`src/rtl/ysyx_25020047_pkg.sv`:
```
// ============================================================================
// Module   : ysyx_25020047_pkg
// Purpose  : Shared state encodings and instruction-class constants for the
//            decoder and the execution control FSM.
// Revision : 1.0 - initial release
// ============================================================================
`default_nettype none

package ysyx_25020047_pkg;

    typedef enum logic [2:0] {
        S_IDLE   = 3'd0,
        S_FETCH  = 3'd1,
        S_DECODE = 3'd2,
        S_MEM    = 3'd3,
        S_WB     = 3'd4,
        S_HALT   = 3'd5,
        S_ERR    = 3'd6
    } state_t;

    localparam logic [31:0] IT_EBREAK  = 32'h0000_0004;
    localparam logic [31:0] IT_LW      = 32'h0000_0020;
    localparam logic [31:0] IT_LBU     = 32'h0000_0040;
    localparam logic [31:0] IT_SW      = 32'h0000_0080;
    localparam logic [31:0] IT_SB      = 32'h0000_0100;
    localparam logic [31:0] IT_BEQ     = 32'h0000_4000;
    localparam logic [31:0] IT_BNE     = 32'h0000_8000;
    localparam logic [31:0] IT_ILLEGAL = 32'hFFFF_FFFF;

    localparam logic [31:0] IS_LOAD   = IT_LW | IT_LBU;
    localparam logic [31:0] IS_STORE  = IT_SW | IT_SB;
    localparam logic [31:0] IS_BRANCH = IT_BEQ | IT_BNE;

    // Exactly one bit set; rejects both zero and the all-ones illegal marker.
    function automatic logic is_onehot(input logic [31:0] v);
        return (v != 32'd0) && ((v & (v - 32'd1)) == 32'd0);
    endfunction

endpackage

`default_nettype wire

```
`src/rtl/ysyx_25020047_wait_timer.sv`:
```
// ============================================================================
// Module   : ysyx_25020047_wait_timer
// Purpose  : Handshake wait counter with clear, enable and expired flag.
// Revision : 1.0 - initial release
// ============================================================================
`default_nettype none

module ysyx_25020047_wait_timer #(
    parameter int TO_W        = 8,
    parameter int MEM_TIMEOUT = 255
) (
    input  logic clk,
    input  logic rst,
    input  logic clr,
    input  logic en,
    output logic expired
);

    localparam logic [TO_W-1:0] LIMIT = TO_W'(MEM_TIMEOUT);

    logic [TO_W-1:0] r_count;

    always_ff @(posedge clk or negedge rst) begin
        if (!rst) begin
            r_count <= '0;
        end else if (clr) begin
            r_count <= '0;
        end else if (en && !expired) begin
            r_count <= r_count + TO_W'(1);
        end
    end

    assign expired = (r_count == LIMIT);

endmodule

`default_nettype wire

```
`src/rtl/ysyx_25020047_exec_ctrl.sv`:
```
// ============================================================================
// Module   : ysyx_25020047_exec_ctrl
// Purpose  : Multi-cycle FETCH/DECODE/MEM/WB control FSM with halt, illegal
//            instruction and handshake-timeout handling.
// Revision : 1.0 - initial release
// ============================================================================
`default_nettype none

module ysyx_25020047_exec_ctrl
    import ysyx_25020047_pkg::*;
#(
    parameter int TO_W        = 8,
    parameter int MEM_TIMEOUT = 255
) (
    input  logic        clk,
    input  logic        rst,
    input  logic [31:0] inst_type,
    output logic        ifu_req,
    input  logic        ifu_rvalid,
    output logic        inst_latch,
    output logic        lsu_req,
    output logic        lsu_wen,
    input  logic        lsu_ack,
    output logic        reg_wen,
    output logic        pc_wen,
    output logic        halt,
    output logic        illegal,
    output logic        timeout,
    output logic [2:0]  state,
    output logic [31:0] retire_cnt
);

    state_t      r_state;
    logic        r_is_store;
    logic        r_no_rd;
    logic        r_halt;
    logic        r_illegal;
    logic        r_timeout;
    logic [31:0] r_retire;

    logic w_clr;
    logic w_wait_en;
    logic w_expired;

    // Clearing in DECODE/WB/IDLE makes the count start at 0 on entry to MEM/FETCH.
    assign w_clr     = (r_state == S_IDLE) || (r_state == S_DECODE) || (r_state == S_WB);
    assign w_wait_en = ((r_state == S_FETCH) && !ifu_rvalid) ||
                       ((r_state == S_MEM)   && !lsu_ack);

    ysyx_25020047_wait_timer #(
        .TO_W        (TO_W),
        .MEM_TIMEOUT (MEM_TIMEOUT)
    ) u_wait_timer (
        .clk     (clk),
        .rst     (rst),
        .clr     (w_clr),
        .en      (w_wait_en),
        .expired (w_expired)
    );

    always_ff @(posedge clk or negedge rst) begin
        if (!rst) begin
            r_state    <= S_IDLE;
            r_is_store <= 1'b0;
            r_no_rd    <= 1'b0;
            r_halt     <= 1'b0;
            r_illegal  <= 1'b0;
            r_timeout  <= 1'b0;
            r_retire   <= 32'd0;
        end else begin
            case (r_state)
                S_IDLE: r_state <= S_FETCH;
                S_FETCH: begin
                    if (ifu_rvalid) begin
                        r_state <= S_DECODE;
                    end else if (w_expired) begin
                        r_state   <= S_ERR;
                        r_timeout <= 1'b1;
                    end
                end
                S_DECODE: begin
                    r_is_store <= (inst_type & IS_STORE) != 32'd0;
                    r_no_rd    <= (inst_type & (IS_STORE | IS_BRANCH)) != 32'd0;
                    if (inst_type == IT_EBREAK) begin
                        r_state  <= S_HALT;
                        r_halt   <= 1'b1;
                        r_retire <= r_retire + 32'd1;
                    end else if (!is_onehot(inst_type)) begin
                        r_state   <= S_ERR;
                        r_illegal <= 1'b1;
                    end else if ((inst_type & (IS_LOAD | IS_STORE)) != 32'd0) begin
                        r_state <= S_MEM;
                    end else begin
                        r_state <= S_WB;
                    end
                end
                S_MEM: begin
                    // An ack in the expiry cycle still completes the access.
                    if (lsu_ack) begin
                        r_state <= S_WB;
                    end else if (w_expired) begin
                        r_state   <= S_ERR;
                        r_timeout <= 1'b1;
                    end
                end
                S_WB: begin
                    r_state  <= S_FETCH;
                    r_retire <= r_retire + 32'd1;
                end
                S_HALT, S_ERR: r_state <= r_state;
                default: r_state <= S_ERR;
            endcase
        end
    end

    assign ifu_req    = (r_state == S_FETCH);
    assign inst_latch = (r_state == S_FETCH) && ifu_rvalid;
    assign lsu_req    = (r_state == S_MEM);
    assign lsu_wen    = (r_state == S_MEM) && r_is_store;
    assign reg_wen    = (r_state == S_WB) && !r_no_rd;
    assign pc_wen     = (r_state == S_WB);
    assign halt       = r_halt;
    assign illegal    = r_illegal;
    assign timeout    = r_timeout;
    assign state      = r_state;
    assign retire_cnt = r_retire;

endmodule

`default_nettype wire

```
`config.mk`:
```
export PLATFORM = sky130hd
export DESIGN_NAME = ysyx_25020047_exec_ctrl
export DESIGN_NICKNAME = d
export VERILOG_FILES = /design/src/rtl/ysyx_25020047_pkg.sv /design/src/rtl/ysyx_25020047_wait_timer.sv /design/src/rtl/ysyx_25020047_exec_ctrl.sv
export SDC_FILE = /design/constraint.sdc
export NUM_CORES = 1
export LEC_CHECK = 0
export ABC_CLOCK_PERIOD_IN_PS = 2800
export BUFFER_PORTS_ARGS = -buffer_cell sky130_fd_sc_hd__buf_2
export CAP_MARGIN = 20
export CORE_UTILIZATION = 52
export CTS_CLUSTER_DIAMETER = 150
export DETAILED_ROUTE_END_ITERATION = 16
export GPL_TIMING_DRIVEN = 0
export PLACE_DENSITY = 0.8
export SETUP_SLACK_MARGIN = 0.02
export SYNTH_ARGS = -nofsm -noshare
export SYNTH_HDL_FRONTEND = slang
export SYNTH_SLANG_ARGS = --single-unit
```
`constraint.sdc`:
```
create_clock -name clk -period 2.8 [get_ports clk]
set_input_delay 0.56 -clock clk [delete_from_list [all_inputs] [get_ports clk]]
set_output_delay 0.56 -clock clk [all_outputs]
set_load 0.02 [all_outputs]
```
After elaboration in Yosys (flattened, before gate mapping)
Cells that the tools add are included.
- bits in registers: 48
- input port bits: 36
- output and inout bits: 44
- $add $sub $neg: 3
- equal/unequal tests: 11
- mux-type cells: 15
- bitwise gates (word level): 3
- reductions and logical operators: 29
- operators with widths (operator ; number):
    $reduce_bool 32->1 ; 4
    $pmux 32 s2 ; 1
    $add 32x1->32 const B ; 1
    $and 32x32->32 ; 1
    $eq 32x3->1 const B ; 1
    $logic_not 32->1 ; 1
    $mux 32 ; 1
    $sub 32x1->32 const B ; 1
    $mux 3 ; 6
    $mux 8 ; 2
    $pmux 3 s5 ; 1
    $eq 3x3->1 const B ; 3
    $add 8x1->8 const B ; 1
    $eq 8x8->1 const B ; 1
    $logic_and 1x1->1 ; 7
    $eq 3x2->1 const B ; 2
    $reduce_and 3->1 ; 2
    $reduce_bool 2->1 ; 3
    $logic_not 1->1 ; 4
    $ne 2x2->1 const B ; 2
    $reduce_and 2->1 ; 2
    $reduce_or 2->1 ; 2
    $eq 3x1->1 const B ; 1
    $logic_not 3->1 ; 1
    other kinds (5) ; 10

Logic depth before layout (Yosys ltp)
- word-level depth: 7
- depth in mapped cells: 9

Hierarchy
From an unflattened synthesis, not the netlist that was laid out.
- cell total of the unflattened synthesis: 320
- area total of the unflattened synthesis: 3005.4 um^2
- by module, submodules not included (module ; times used ; cells each ; area each (um^2) ; seq. area each (um^2)):
    ysyx_25020047_exec_ctrl ; 1 ; 273 ; 2536.2 ; 1001.0
    ysyx_25020047_wait_timer ; 1 ; 47 ; 469.2 ; 200.2

Worst setup path after synthesis
OpenSTA, ideal clock, no wires.
- path kind: input port to flip-flop
- start point: in inst_type[9]
- end point: reg r_state[2], in the netlist state[2]
- library setup time: 133 ps
- arrival: 2637 ps
- required time: 2667 ps
- slack: 30 ps
- cell stages on the path: 8
- path buffers: 1
- path through: or4_4 > buf_6 > or4_4 > o21a_1 > o22ai_2 > nand4_2 > nor4_4 > a31oi_1
- longest elaborated chain between the ends: 7
- elaborated cells on any way between the ends: 9
- ends and longest elaborated chain (item ; line ; text):
    start: declaration ; ysyx_25020047_exec_ctrl.sv:17 ; input logic [31:0] inst_type,
    $sub 32x1->32 ; ysyx_25020047_pkg.sv:36 ; return (v != 32'd0) && ((v & (v - 32'd1)) == 32'd0);
    $and 32x32->32 ; ysyx_25020047_pkg.sv:36 ;
    $logic_not 32->1 ; ysyx_25020047_pkg.sv:36 ;
    $logic_and 1x1->1 ; ysyx_25020047_pkg.sv:36 ;
    $mux 3 ; ysyx_25020047_exec_ctrl.sv:88 ; end else if (!is_onehot(inst_type)) begin
    $mux 3 (*) ; ysyx_25020047_exec_ctrl.sv:84 ; if (inst_type == IT_EBREAK) begin
    $pmux 3 s5 (*) ; ysyx_25020047_exec_ctrl.sv:71 ; case (r_state)
    end signal: assignment ; ysyx_25020047_exec_ctrl.sv:110 ; S_HALT, S_ERR: r_state <= r_state;
    end: declaration ; ysyx_25020047_exec_ctrl.sv:33 ; state_t r_state;
Mark *: on every way between the ends. The rest lies on a longest branch, timed or not.
A chain may end at the register's enable or synchronous reset.

Final worst setup path
- start point: in inst_type[9]
- end point: reg r_retire[28], in the netlist retire_cnt[28]
- longest elaborated chain between the ends: 3
- ends and longest elaborated chain (item ; line ; text):
    $eq 32x3->1 ; ysyx_25020047_exec_ctrl.sv:84 ;
    $ne 2x1->1 (no line) ; -- ;
    $reduce_and 2->1 (no line) ; -- ;
    end signal: assignment ; ysyx_25020047_exec_ctrl.sv:87 ; r_retire <= r_retire + 32'd1;
    end signal: assignment ; ysyx_25020047_exec_ctrl.sv:108 ; r_retire <= r_retire + 32'd1;
    end: declaration ; ysyx_25020047_exec_ctrl.sv:39 ; logic [31:0] r_retire;
No other way between the ends.

==> flow_metrics.py <==
metrics = {
    "run_status": {
        "run_status": "finished clean",
    },
    "yosys": {
        "synth_edf_count": 0,
        "ys_top_cells_by_area": "dfrtp_1, xor2_1, xnor2_1",
        "synth_top_flop_cell": "dfrtp_1",
        "yosysTopAreaCellShare_pct": 43.6,
        "synth_top_family_by_area": "simple AND/OR/NAND/NOR gates",
        "synth_nets": 330,
        "synthesis.area_mm2": 0.00276,
        "ys_types": 54,
        "muxShareOfSynthArea_pct": 0.817,
        "yosys.area_share.simple_pct": 28.6,
        "ys_seq_area_share_pct": 43.6,
        "yosys_warnings": 0,
        "yosysTopAreaCell": "dfrtp_1",
        "synth_compound_area_share_pct": 12.6,
        "synth.avg_cell_area_um2": 9.44,
        "synthXorXnorAreaFrac_pct": 11.1,
        "syn_inst": 292,
        "ys_async_sr_fraction_pct": 100,
        "ys_seq_elements": 48,
        "synth_fa_ha_area_share_pct": 0.908,
    },
    "clock_tree": {
        "clk_latency_ps": 300,
        "htreeDepth": 2,
        "cts_hold_buf": 0,
        "numClockSinks": 48,
        "cts_tree": "built",
        "clockBufferDepth": 2,
        "cts_root_buffer": "clkbuf_8",
        "clk_pin_slew_ps": 90,
        "cts_buffers": 5,
    },
    "final_layout": {
        "final_core_util_pct": 67.0,
        "area_growth_pct": 24.1,
        "drive_gt1_share_pct": 29.6,
        "stdcell_area_mm2": 0.00342,
        "antenna_cells": 0,
        "final_common_cell": "buf_2",
        "seqCellArea_mm2": 0.00120,
        "final.fill_count": 449,
        "final_cell_mix": "buf_2, dfrtp_1, nor2_1",
        "multi_input_area_mm2": 0.00155,
        "fin_nets": 420,
    },
    "worst_setup_path": {
        "crit_required_ps": 2990,
        "worst-setup-path-type": "primary input to flop",
        "startpoint_type": "primary input",
        "critPathCaptureType": "flop",
        "cp.arrival_ps": 2910,
        "crit_path_max_fanout": 10,
    },
    "run": {
        "cap_violations": 0,
    },
    "routing": {
        "vias_per_cell": 5.75,
        "drt_iter0_drc": 137,
        "ant_nets": 0,
        "vias": 2597,
        "dr.pass1.iters": 4,
        "wirelength_um": 6520,
        "wl_per_cell_um": 14.4,
        "drc": 0,
    },
    "sta": {
        "fin_skew_ps": 8.21,
        "fmax_ghz": 0.368,
        "timing.final.crit_share_pct": 97.1,
        "worst_pin_slew_ps": 606,
        "hold_violations": 0,
        "rsz0062_at_grt": "yes",
        "setup_slack_ps": 80.4,
        "maxSlewHeadroom_pct": 59.6,
        "slew_viol_final": 0,
        "finalSetupViolCount": 0,
        "fin_crit_ps": 2720,
    },
    "placement": {
        "gp_congestion": 0.869,
        "place.port_buffers": 79,
        "pre_cts_ws_ps": -445,
        "place_area_mm2": 0.00324,
        "hpwl_um": 4750,
    },
    "floorplan": {
        "die_height_um": 74.8,
        "io-pin-count": 80,
        "die_area_mm2": 0.00560,
        "row_count": 26,
        "die_w_um": 74.8,
        "fp.coreArea_mm2": 0.00511,
        "start_util_pct": 54.0,
    },
    "pwr": {
        "p_leak_uw": 0.00164,
        "powerDensity_mw_per_mm2": 586,
        "ir_drop_mv": 0.269,
    },
    "global_route": {
        "grt_max_degree": 49,
        "track_usage_pct": 24.0,
        "grt_pass1_vias": 2228,
        "grt-ovfl-total": 0,
        "grt_pass1_wl_um": 10200,
        "antenna_found_initial": 0,
    },
    "min_path": {
        "hold_class": "primary input to asynchronous set/reset pin",
    },
}
==> per-layer routing <==
metal  wire length, um  up-vias  global-route usage (%)
met5                 0        -                       0
met4                91        0                    7.97
met3               343        6                    5.35
met2              3300       78                    38.9
met1              2780     1264                    31.9
li1                  -     1249                       -
==> area by class of cell <==
cell class / instances / area share (%)
well taps: 70 / 2.56
flip-flops and latches: 48 / 35.1
inverters: 7 / 0.768
repair buffers: 83 / 12.8
plain buffers: 8 / 1.21
multi-input cells: 229 / 45.2
clock inverters: 2 / 0.366
clock buffers: 5 / 2.01
==> path summary, 6_finish.rpt <==
check,start,to,slack [ps],depth (start not counted)
worst max-delay path,inst_type[9],retire_cnt[28],80,10
worst min-delay path,rst,retire_cnt[7],150,1
worst max register to register,retire_cnt[5],retire_cnt[31],460,8
worst min register to register,retire_cnt[31],retire_cnt[31],470,1
max in group asynchronous,rst,u_wait_timer.r_count[1],2150,2
min in group clk,retire_cnt[31],retire_cnt[31],470,1
==> synthesized netlist by cell type (3+ instances only) <==
cell type  instances
a21oi_1            9
o21ai_0           11
nand4_1           11
xor2_1            20
dfrtp_1           48
clkbuf_1           6
nand3_1           17
inv_1              7
and4_1             6
or4_1              4
or4_4              3
xnor2_1           15
nor4_1             5
o31ai_1            3
o22ai_1            4
nand2_1           20
or3_1              7
and3_1             6
o21bai_1           3
nor2_1            28
and2_1             3
nor3_1            15
==> where the power goes <==
part / total [uW] / switching [uW] / internal [uW]
Sequential: 856 / 78.2 / 778
Combinational: 754 / 474 / 279
Clock: 394 / 224 / 169
Total: 2000 / 777 / 1230
==> worst max-delay path, stage by stage <==
cell and delay, ps:
buf_2 120, or4_4 530, buf_6 150, nor4_2 300, nand4_1 230, o21ai_4 280, and4_1 260, buf_4 190
nand4_1 130, xnor2_1 160
==> sequential cells by signal, indices dropped and copies added, names as in the netlist <==
| signal | flops |
|---|---|
| halt | 1 |
| illegal | 1 |
| r_is_store | 1 |
| r_no_rd | 1 |
| retire_cnt | 32 |
| state | 3 |
| timeout | 1 |
| u_wait_timer.r_count | 8 |
==> through the flow <==
stage | TNS, ps | power [uW] | cells | hold WS [ps]
2_1_floorplan | 0 | 1340 | 292 | 264
6_report | 0 | 2000 | 452 | 148
5_1_grt | -287 | 2120 | 452 | 155
3_3_place_gp | -8960 | 1550 | 441 | 450
4_1_cts | 0 | 1970 | 450 | 462
3_5_place_dp | -10530 | 1570 | 441 | 457
==> cell families after synthesis <==
logic type	count (synthesis)
AND/OR/NAND/NOR	139
multiplexers	2
buffers and inverters	15
adder cells (fa/ha/maj)	2
AO/OA/AOI/OAI	51
flip-flops	48
XOR/XNOR	35
==> repair_timing <==
item,CTS,global route
setup buffers,2,1
gates resized for setup,2,8
endpoints found under the setup margin,19,22
pin swaps,2,2
No activity file was read; power rests on OpenSTA's default activity.
